`src/rtl/delay_tap_ctrl_if.sv`:
```
// rtl/delay_tap_ctrl_if.sv - request/finish bus between delay_tap_ctrl and smart_ram
interface delay_tap_ctrl_if #(
  parameter int ADDR_WIDTH = 13,
  parameter int DATA_WIDTH = 16
);
  logic [DATA_WIDTH-1:0] mem_data_in;
  logic [ADDR_WIDTH-1:0] mem_offset;
  logic                  mem_wr;
  logic                  mem_rd;
  logic [DATA_WIDTH-1:0] mem_data_out;
  logic                  mem_write_finish;
  logic                  mem_read_finish;
  logic                  mem_available;

  // Controller side: issues requests, consumes finish strobes.
  modport master (
    output mem_data_in, mem_offset, mem_wr, mem_rd,
    input  mem_data_out, mem_write_finish, mem_read_finish, mem_available
  );

  // Buffer side: serves requests, returns finish strobes.
  modport slave (
    input  mem_data_in, mem_offset, mem_wr, mem_rd,
    output mem_data_out, mem_write_finish, mem_read_finish, mem_available
  );
endinterface

```
`src/rtl/delay_tap_ctrl.sv`:
```
// rtl/delay_tap_ctrl.sv - per-sample delay-line read/write sequencer with dry+wet mix; DELAY_FEEDBACK_EN enables recirculating feedback
module delay_tap_ctrl #(
  parameter int ADDR_WIDTH = 13,
  parameter int DATA_WIDTH = 16
) (
  input  logic                         clk,
  input  logic                         rst,
  input  logic signed [DATA_WIDTH-1:0] sample_in,
  input  logic                         sample_valid,
  input  logic        [ADDR_WIDTH-1:0] delay,
  input  logic        [3:0]            wet_shift,
  input  logic        [3:0]            fb_shift,
  output logic signed [DATA_WIDTH-1:0] sample_out,
  output logic                         sample_out_valid,
  output logic                         busy,
  output logic                         overrun,
  delay_tap_ctrl_if.master             mem
);

  typedef enum logic [2:0] {
    S_IDLE,
    S_RD_REQ,
    S_RD_WAIT,
    S_WR_REQ,
    S_WR_WAIT,
    S_OUT
  } state_t;

  localparam logic signed [DATA_WIDTH-1:0] SAT_MAX = {1'b0, {(DATA_WIDTH-1){1'b1}}};
  localparam logic signed [DATA_WIDTH-1:0] SAT_MIN = {1'b1, {(DATA_WIDTH-1){1'b0}}};

  state_t                         state_q, state_d;
  logic signed [DATA_WIDTH-1:0]   dry_q, dry_d;
  logic signed [DATA_WIDTH-1:0]   tap_q, tap_d;
  logic        [ADDR_WIDTH-1:0]   rd_off_q, rd_off_d;
  logic        [DATA_WIDTH-1:0]   mem_data_in_q, mem_data_in_d;
  logic signed [DATA_WIDTH-1:0]   sample_out_q, sample_out_d;
  logic                           sample_out_valid_q, sample_out_valid_d;
  logic                           overrun_q, overrun_d;
  logic signed [DATA_WIDTH-1:0]   wr_word;
  logic signed [DATA_WIDTH-1:0]   wet;

  // Sum at one extra bit, then clamp to the signed sample range.
  function automatic logic signed [DATA_WIDTH-1:0] sat_add(
    input logic signed [DATA_WIDTH-1:0] a,
    input logic signed [DATA_WIDTH-1:0] b
  );
    logic signed [DATA_WIDTH:0] s;
    s = {a[DATA_WIDTH-1], a} + {b[DATA_WIDTH-1], b};
    if (s[DATA_WIDTH] != s[DATA_WIDTH-1]) begin
      sat_add = s[DATA_WIDTH] ? SAT_MIN : SAT_MAX;
    end else begin
      sat_add = s[DATA_WIDTH-1:0];
    end
  endfunction

  assign wet = tap_q >>> wet_shift;

`ifdef DELAY_FEEDBACK_EN
  assign wr_word = sat_add(dry_q, tap_q >>> fb_shift);
`else
  logic unused_fb_shift;
  assign unused_fb_shift = ^fb_shift;
  assign wr_word         = dry_q;
`endif

  // Next-state, datapath capture and bus request decode.
  always_comb begin
    state_d            = state_q;
    dry_d              = dry_q;
    tap_d              = tap_q;
    rd_off_d           = rd_off_q;
    mem_data_in_d      = mem_data_in_q;
    sample_out_d       = sample_out_q;
    sample_out_valid_d = 1'b0;
    overrun_d          = sample_valid && (state_q != S_IDLE);
    mem.mem_rd         = 1'b0;
    mem.mem_wr         = 1'b0;
    mem.mem_offset     = '0;

    case (state_q)
      S_IDLE: begin
        if (sample_valid) begin
          dry_d    = sample_in;
          // The buffer steps back offset+1 from its head, so a zero delay is treated as one.
          rd_off_d = (delay == '0) ? '0 : delay - ADDR_WIDTH'(1);
          state_d  = S_RD_REQ;
        end
      end
      S_RD_REQ: begin
        mem.mem_offset = rd_off_q;
        mem.mem_rd     = mem.mem_available;
        if (mem.mem_available) state_d = S_RD_WAIT;
      end
      S_RD_WAIT: begin
        mem.mem_offset = rd_off_q;
        if (mem.mem_read_finish) begin
          tap_d   = mem.mem_data_out;
          state_d = S_WR_REQ;
        end
      end
      S_WR_REQ: begin
        mem_data_in_d = wr_word;
        mem.mem_wr    = mem.mem_available;
        if (mem.mem_available) state_d = S_WR_WAIT;
      end
      S_WR_WAIT: begin
        if (mem.mem_write_finish) begin
          sample_out_d       = sat_add(dry_q, wet);
          sample_out_valid_d = 1'b1;
          state_d            = S_OUT;
        end
      end
      S_OUT: begin
        state_d = S_IDLE;
      end
      default: begin
        state_d = S_IDLE;
      end
    endcase
  end

  // State and datapath registers with synchronous reset.
  always_ff @(posedge clk) begin
    if (rst) begin
      state_q            <= S_IDLE;
      dry_q              <= '0;
      tap_q              <= '0;
      rd_off_q           <= '0;
      mem_data_in_q      <= '0;
      sample_out_q       <= '0;
      sample_out_valid_q <= 1'b0;
      overrun_q          <= 1'b0;
    end else begin
      state_q            <= state_d;
      dry_q              <= dry_d;
      tap_q              <= tap_d;
      rd_off_q           <= rd_off_d;
      mem_data_in_q      <= mem_data_in_d;
      sample_out_q       <= sample_out_d;
      sample_out_valid_q <= sample_out_valid_d;
      overrun_q          <= overrun_d;
    end
  end

  assign mem.mem_data_in    = mem_data_in_d;
  assign sample_out         = sample_out_q;
  assign sample_out_valid   = sample_out_valid_q;
  assign overrun            = overrun_q;
  assign busy               = (state_q != S_IDLE);

endmodule

```
`src/flat_wrapper.sv`:
```
// flat-port wrapper written by rule: the top's interface ports become plain ports
module delay_tap_ctrl_flat 
#(
  parameter int ADDR_WIDTH = 13,
  parameter int DATA_WIDTH = 16
)
  (clk, rst, sample_in, sample_valid, delay, wet_shift, fb_shift, sample_out, sample_out_valid, busy, overrun, mem_mem_data_in, mem_mem_offset, mem_mem_wr, mem_mem_rd, mem_mem_data_out, mem_mem_write_finish, mem_mem_read_finish, mem_mem_available);
  delay_tap_ctrl_if #(.ADDR_WIDTH(ADDR_WIDTH), .DATA_WIDTH(DATA_WIDTH)) mem_i ();
  input  logic clk;
  input  logic rst;
  input  logic signed [DATA_WIDTH-1:0] sample_in;
  input  logic sample_valid;
  input  logic        [ADDR_WIDTH-1:0] delay;
  input  logic        [3:0] wet_shift;
  input  logic        [3:0] fb_shift;
  output logic signed [DATA_WIDTH-1:0] sample_out;
  output logic sample_out_valid;
  output logic busy;
  output logic overrun;
  output wire logic [$bits(mem_i.mem_data_in)-1:0] mem_mem_data_in;
  output wire logic [$bits(mem_i.mem_offset)-1:0] mem_mem_offset;
  output wire logic [$bits(mem_i.mem_wr)-1:0] mem_mem_wr;
  output wire logic [$bits(mem_i.mem_rd)-1:0] mem_mem_rd;
  input wire logic [$bits(mem_i.mem_data_out)-1:0] mem_mem_data_out;
  input wire logic [$bits(mem_i.mem_write_finish)-1:0] mem_mem_write_finish;
  input wire logic [$bits(mem_i.mem_read_finish)-1:0] mem_mem_read_finish;
  input wire logic [$bits(mem_i.mem_available)-1:0] mem_mem_available;
  assign mem_mem_data_in = mem_i.mem_data_in;
  assign mem_mem_offset = mem_i.mem_offset;
  assign mem_mem_wr = mem_i.mem_wr;
  assign mem_mem_rd = mem_i.mem_rd;
  assign mem_i.mem_data_out = mem_mem_data_out;
  assign mem_i.mem_write_finish = mem_mem_write_finish;
  assign mem_i.mem_read_finish = mem_mem_read_finish;
  assign mem_i.mem_available = mem_mem_available;
  delay_tap_ctrl #(.ADDR_WIDTH(ADDR_WIDTH), .DATA_WIDTH(DATA_WIDTH)) u_core (.clk(clk), .rst(rst), .sample_in(sample_in), .sample_valid(sample_valid), .delay(delay), .wet_shift(wet_shift), .fb_shift(fb_shift), .sample_out(sample_out), .sample_out_valid(sample_out_valid), .busy(busy), .overrun(overrun), .mem(mem_i));
endmodule
```
`config.mk`:
```
export PLATFORM = sky130hd
export DESIGN_NAME = delay_tap_ctrl_flat
export DESIGN_NICKNAME = d
export VERILOG_FILES = /design/src/rtl/delay_tap_ctrl_if.sv /design/src/rtl/delay_tap_ctrl.sv /design/src/flat_wrapper.sv
export SDC_FILE = /design/constraint.sdc
export NUM_CORES = 1
export LEC_CHECK = 0
export CAP_MARGIN = 15
export CORE_UTILIZATION = 30
export DETAILED_ROUTE_END_ITERATION = 8
export PLACE_DENSITY = 0.59
export SLEW_MARGIN = 15
export SYNTH_ARGS = -nofsm -noshare
export SYNTH_HDL_FRONTEND = slang
export SYNTH_SLANG_ARGS = --single-unit
```
`constraint.sdc`:
```
create_clock -name clk -period 6.1 [get_ports clk]
set_input_delay 1.22 -clock clk [delete_from_list [all_inputs] [get_ports clk]]
set_output_delay 1.22 -clock clk [all_outputs]
set_load 0.005 [all_outputs]
```
==> results.sh, run 1 <==
export IMPL_hp_class="register to register"
export IMPL_critPathRequiredTime_ns=6.35
export IMPL_synth_seq_area_share=0.335
export IMPL_gp_congestion=0.822
export IMPL_port_buffers=104
export IMPL_r2r_cells=16
export IMPL_syn_num_nets=676
export IMPL_final_max_slew_viol_count=0
export IMPL_overflow=0
export IMPL_relSlewSlack=0.257
export IMPL_cts_buffers=9
export IMPL_rsz0062_at_grt="no"
export IMPL_hold_end="u_core.rd_off_q[12]$_SDFFE_PP0P_"
export IMPL_die_h_um=130
export IMPL_avgRoutedWirePerCell_um=13.8
export IMPL_cts_max_path_buffers=2
export IMPL_cts_root_buf="clkbuf_16"
export IMPL_status="complete, no violations"
export IMPL_cts_tree="built"
export IMPL_yosysWarnings=0
export IMPL_rows=46
export IMPL_synth_most_common_cell="nand2_1"
export IMPL_p_leak_uw=0.00238
export IMPL_die_x_um=130
export IMPL_drt_pass1_iterations=4
export IMPL_cts_htree_levels=3
export IMPL_period_share=0.862
export IMPL_synth_cell_types=60
export IMPL_first_iter_violations=196
export IMPL_synth_cells=599
export IMPL_yosys_top_cells_count="nand2_1, dfxtp_1, a21oi_1, nor2_1"
export IMPL_post_cts_buffers=0
export IMPL_max_vdd_ir_drop_uv=127
export IMPL_hold_violations=0
export IMPL_synth_edf_count=0
export IMPL_cts_clk_slew_worst_paths_ns=0.07
export IMPL_powerDensity_nw_per_um2=228
export IMPL_via_count=4323
export IMPL_fmax_mhz=190
export IMPL_cp_data_arrival_time_ns=5.51
export IMPL_layout_nets=758
export IMPL_drive_above_1_share=0.115
export IMPL_syn_cell_area_sq_um=4900
export IMPL_core_sq_um=15900
export IMPL_clock_latency_ns=0.34
export IMPL_syn_area_per_cell_sq_um=8.18
export IMPL_synthToLayoutAreaGrowth_pct=29.7
export IMPL_hold_depth=2
export IMPL_crit_path_start_kind="input pin"
export IMPL_yosysTopAreaCellShare=0.335
export IMPL_grt_first_pass_wirelength_um=20000
export IMPL_path_max_fanout=17
export IMPL_min_period_ns=5.26
export IMPL_rrSetupSlack_ns=2.07
export IMPL_dp_hpwl_um=9360
export IMPL_grt_usage=0.151
export IMPL_finClkSkew_ns=0.00863
export IMPL_totalWireLength_um=12400
export IMPL_r2r_start="u_core.tap_q[15]$_SDFFE_PP0P_"
export IMPL_clock_sinks=82
export IMPL_synth_flop_cell="dfxtp_1"
export IMPL_synth_top_area_cell="dfxtp_1"
export IMPL_synth_area_leaders="dfxtp_1, nand2_1, a21oi_1"
export IMPL_grt_max_degree=56
export IMPL_dieArea_sq_um=16900
export IMPL_ys_ff_latch=82
export IMPL_cts_resized=0
export IMPL_min_from="u_core.rd_off_q[12]$_SDFFE_PP0P_"
export IMPL_worstMarginPinSlew_ns=1.11
export IMPL_rr_endpoint="u_core.sample_out[5]$_SDFFE_PP0P_"
export IMPL_ys_async_sr_fraction=0
export IMPL_drc=0
export IMPL_initial_utilization=0.307
export IMPL_grt_pass1_vias=4065
export IMPL_maxCapViolations=0
export IMPL_vias_per_cell=4.79
export IMPL_tns_ns=0
export IMPL_placed_cell_area_sq_um=6030
export IMPL_worstSetupPathType="input pin to register"
export IMPL_ctsHoldBuffers=0
export IMPL_endpoint_kind="register"
export IMPL_antenna_left=0
export IMPL_ios=109
export IMPL_setup_viol=0
export IMPL_antenna_cells=0
export IMPL_antenna_found_initial=0
export IMPL_fin_area_sq_um=6360
[worst max-delay path: stages]
cell and delay (ns):
clkdlybuf4s50_1 0.86, mux2_2 0.27, nor2_1 0.04, a21oi_1 0.30
mux2_2 0.24, nor2_1 0.04, nor2_1 0.16, ha_1 0.23
inv_1 0.07, fa_1 0.38, nand2b_1 0.19, a211oi_2 0.23
o311ai_1 0.20, o21ai_1 0.19, o21ai_2 0.24, maj3_1 0.41
a211oi_1 0.23
[per-layer routing]
metal / vias up / GRT usage / share of wire
met3: 14 / 0.0357 / 0.036
met2: 80 / 0.245 / 0.46
li1: 2245 / - / -
met4: 0 / 0.0492 / 0.012
met1: 1984 / 0.198 / 0.49
met5: - / 0 / 0
[final cells by class]
cell class	instances	area, sq um
clock buffer	9	225
clock inverter	7	98.8
fill	1653	9590
inverter	17	63.8
multi-input combinational	461	2980
sequential	82	1640
tap	216	270
timing repair buffer	110	1080
[worst max path at each step]
stage | depth (start not counted) | start | end | slack (ns)
2_1_floorplan | 18 | wet_shift[1] | u_core.sample_out[0]$_SDFFE_PP0P_ | 1.25
3_3_place_gp | 17 | wet_shift[1] | u_core.sample_out[3]$_SDFFE_PP0P_ | 0.57
3_5_place_dp | 17 | wet_shift[1] | u_core.sample_out[5]$_SDFFE_PP0P_ | 0.49
4_1_cts | 17 | wet_shift[1] | u_core.sample_out[5]$_SDFFE_PP0P_ | 0.87
5_1_grt | 17 | wet_shift[1] | u_core.sample_out[1]$_SDFFE_PP0P_ | 0.52
6_report | 17 | wet_shift[1] | u_core.sample_out[5]$_SDFFE_PP0P_ | 0.84
[logic make-up after synthesis]
| kind of cell | count (synthesis) | share of synthesized area |
|---|---|---|
| xor gates and xnor gates | 22 | 0.0408 |
| buffers and inverters | 56 | 0.0580 |
| AOI/OAI and AO/OA | 139 | 0.188 |
| adders and majority gates | 31 | 0.0758 |
| muxes | 41 | 0.0932 |
| DFF | 82 | 0.335 |
| and+or+nand+nor | 228 | 0.210 |
[state kept, by name, summed over array words and instances (netlist names)]
signal,cells
u_core.tap_q,16
u_core.sample_out_valid,1
u_core.mem_data_in_q,16
u_core.state_q,3
u_core.rd_off_q,13
u_core.dry_q,16
u_core.sample_out,16
u_core.overrun,1
[power breakdown]
group	internal, uW	total [uW]	switching (uW)
Clock	361	592	230
Combinational	132	285	153
Sequential	556	573	16.9
[stage by stage]
stage	power [uW]	hold slack, ns	instances	util	setup WS [ns]
3_3_place_gp	868	0.437	886	0.378	0.570
6_report	1450	0.455	902	0.399	0.844
2_1_floorplan	774	0.427	599	-	1.25
4_1_cts	1470	0.456	902	0.399	0.869
5_1_grt	1520	0.479	902	0.399	0.524
3_5_place_dp	870	0.446	886	0.378	0.493
[cell usage in the layout (no fill, tap or decap), drive strengths merged, types with 3 or more instances in the layout]
cell / n
nor3: 10
nand3: 8
a22oi: 12
xor2: 14
nor2b: 17
dfxtp: 82
a211oi: 18
a21oi: 64
a311oi: 3
maj3: 13
clkinv: 3
buf: 7
nand2: 96
mux2: 27
ha: 17
clkdlybuf4s50: 103
o31ai: 4
nor2: 65
and3: 4
and2: 15
nand3b: 3
inv: 18
o211ai: 4
o21ai: 19
clkbuf: 9
mux2i: 13
xnor2: 8
or3: 3
Note: power is estimated with default switching activity, not from simulation.
==> run 2, diff against run 1 <==
CORE_ASPECT_RATIO = 0.9   (was unset)
SKIP_CTS_REPAIR_TIMING = 1   (was unset)
==> run 2 against run 1 <==
Critical path depth decreased by 1. Cell count decreased by 1.4%. Via count decreased by 0.62%. Sequential cell count unchanged. Global-route usage increased by 0.95 points. Non-clock buffer count increased by 1. Clock skew about the same. Total power decreased by 4.2%. Critical endpoint is now u_core.sample_out[11]$_SDFFE_PP0P_. Largest cell class unchanged. Largest power group is now sequential cells.
==> results.sh, run 2 (same netlist as run 1, synthesis figures left out) <==
export IMPL_status="complete, no violations"
export IMPL_min_period_ns=5.19
export IMPL_clock_latency_ns=0.35
export IMPL_crit_path_start_kind="input pin"
export IMPL_crit_chain="clkdlybuf4s50_1 > buf_4 > mux2_2 > nor2_1 > a21oi_1 > nand2_1 > o21ai_0 > mux2_2 > ha_1 > a211oi_2 > o21ai_0 > a311oi_1 > o21ai_0 > xnor2_1 > maj3_2 > a211oi_2"
export IMPL_rows=43
export IMPL_worstSetupPathType="input pin to register"
export IMPL_rr_endpoint="u_core.sample_out[5]$_SDFFE_PP0P_"
export IMPL_cp_slowest_stage_delay_ns=0.66
export IMPL_startpoint="wet_shift[1]"
export IMPL_rrSetupSlack_ns=2.00
export IMPL_port_buffers=104
export IMPL_swShare=0.294
export IMPL_hp_class="register to register"
export IMPL_power_frac_comb=0.208
export IMPL_core_sq_um=15700
export IMPL_avgRoutedWirePerCell_um=14.3
export IMPL_initial_utilization=0.312
export IMPL_r2r_cells=16
export IMPL_antenna_cells=0
export IMPL_totalWireLength_um=12700
export IMPL_cts_buffers=9
export IMPL_fin_area_sq_um=6310
export IMPL_endpoint_kind="register"
export IMPL_placed_cell_area_sq_um=6020
export IMPL_path_max_fanout=11
export IMPL_r2r_start="u_core.tap_q[15]$_SDFFE_PP0P_"
export IMPL_grt_max_degree=45
export IMPL_antenna_found_initial=0
export IMPL_tns_ns=0
export IMPL_cts_root_buf="clkbuf_16"
export IMPL_via_count=4296
export IMPL_grt_pass1_vias=4084
export IMPL_powerDensity_nw_per_um2=220
export IMPL_critical_path_slowest_cell="clkdlybuf4s50_1"
export IMPL_cp_data_arrival_time_ns=5.46
export IMPL_grt_first_pass_wirelength_um=20700
export IMPL_drt_pass1_iterations=4
export IMPL_synthToLayoutAreaGrowth_pct=28.7
export IMPL_rsz0062_at_grt="no"
export IMPL_dieArea_sq_um=16900
export IMPL_cts_clk_slew_worst_paths_ns=0.06
export IMPL_setup_viol=0
export IMPL_worstMarginPinSlew_ns=0.955
export IMPL_mostFrequentLayoutCell="clkdlybuf4s50_1"
export IMPL_cts_tree="built"
export IMPL_finClkSkew_ns=0.00875
export IMPL_dp_hpwl_um=9630
export IMPL_power_switching_uw=407
export IMPL_max_vdd_ir_drop_uv=137
export IMPL_cts_max_path_buffers=2
export IMPL_p_clk_frac=0.379
export IMPL_p_leak_uw=0.00236
export IMPL_period_share=0.851
export IMPL_vias_per_cell=4.83
export IMPL_layout_nets=759
export IMPL_antenna_left=0
export IMPL_seq_power_share=0.413
export IMPL_first_iter_violations=186
export IMPL_drc=0
export IMPL_gp_congestion=0.866
export IMPL_grt_usage=0.161
export IMPL_critPathRequiredTime_ns=6.37
export IMPL_relSlewSlack=0.363
export IMPL_overflow=0
export IMPL_p_int_uw=981
export IMPL_die_x_um=137
export IMPL_cts_htree_levels=3
export IMPL_cpMostUsedCell="o21ai_0"
export IMPL_drive_above_1_share=0.116
export IMPL_ios=109
export IMPL_hold_violations=0
export IMPL_fmax_mhz=193
export IMPL_setup_worst_path_end="u_core.sample_out[11]$_SDFFE_PP0P_"
export IMPL_final_max_slew_viol_count=0
export IMPL_clock_sinks=82
export IMPL_layout_common_cells="clkdlybuf4s50_1, nand2_1, dfxtp_1"
export IMPL_maxCapViolations=0
export IMPL_die_h_um=123
run 2: cell types whose count changed in the layout (fill, tap and decap cells not counted):
cell	delta
clkinv_4	-1
buf_4	+1
bufinv_16	-2
clkinvlp_4	+1
inv_8	+1
clkbuf_8	+1
run 2: final cells by class:
type                       count  area [sq um]
timing repair buffer         111          1090
sequential                    82          1640
tap                          202           253
clock buffer                  10           239
inverter                      17          63.8
clock inverter                 6          48.8
fill                        1637          9400
multi-input combinational    461          2980
run 2: worst min path at each step:
stage	startpoint	endpoint	cells past startpoint
after global placement	u_core.rd_off_q[12]$_SDFFE_PP0P_	u_core.rd_off_q[12]$_SDFFE_PP0P_	2
after detailed placement	u_core.rd_off_q[12]$_SDFFE_PP0P_	u_core.rd_off_q[12]$_SDFFE_PP0P_	2
final	u_core.rd_off_q[12]$_SDFFE_PP0P_	u_core.rd_off_q[12]$_SDFFE_PP0P_	2
after floorplan	u_core.rd_off_q[12]$_SDFFE_PP0P_	u_core.rd_off_q[12]$_SDFFE_PP0P_	2
after CTS	u_core.rd_off_q[12]$_SDFFE_PP0P_	u_core.rd_off_q[12]$_SDFFE_PP0P_	2
after global routing	u_core.tap_q[0]$_SDFFE_PP0P_	u_core.tap_q[0]$_SDFFE_PP0P_	2
run 2: power groups by stage:
stage | combinational [uW] | sequential [uW] | clock [uW]
CTS | 291 | 573 | 539
floorplan | 197 | 577 | 0
global route | 320 | 576 | 566
detailed placement | 289 | 585 | 0
global placement | 287 | 584 | 0
finish | 289 | 573 | 526
run 2: per-layer routing:
layer,up-vias,part of all wire,GRT usage,routed length (um)
met1,1953,0.51,0.221,6470
li1,2240,-,-,-
met5,-,0,0,0
met2,92,0.43,0.248,5530
met3,11,0.046,0.0406,592
met4,0,0.011,0.0438,144
run 2: worst max-delay path, delay by kind of cell:
kind	cells	cell delay [ns]
buffers and inverters	2	0.93
AND/OR/NAND/NOR	2	0.18
AO/OA/AOI/OAI	7	1.64
adder cells (fa/ha/maj)	2	0.63
multiplexers	2	0.70
XOR/XNOR	1	0.16
run 2: per-stage QoR:
stage          cells  hold slack, ns  setup slack (ns)  utilization  power, uW
2_1_floorplan    599           0.427              1.25            -        774
3_3_place_gp     873           0.438             0.669        0.383        871
3_5_place_dp     873           0.451             0.565        0.383        875
4_1_cts          889           0.460             0.932        0.402       1400
5_1_grt          889           0.482             0.637        0.402       1460
6_report         889           0.455             0.909        0.402       1390
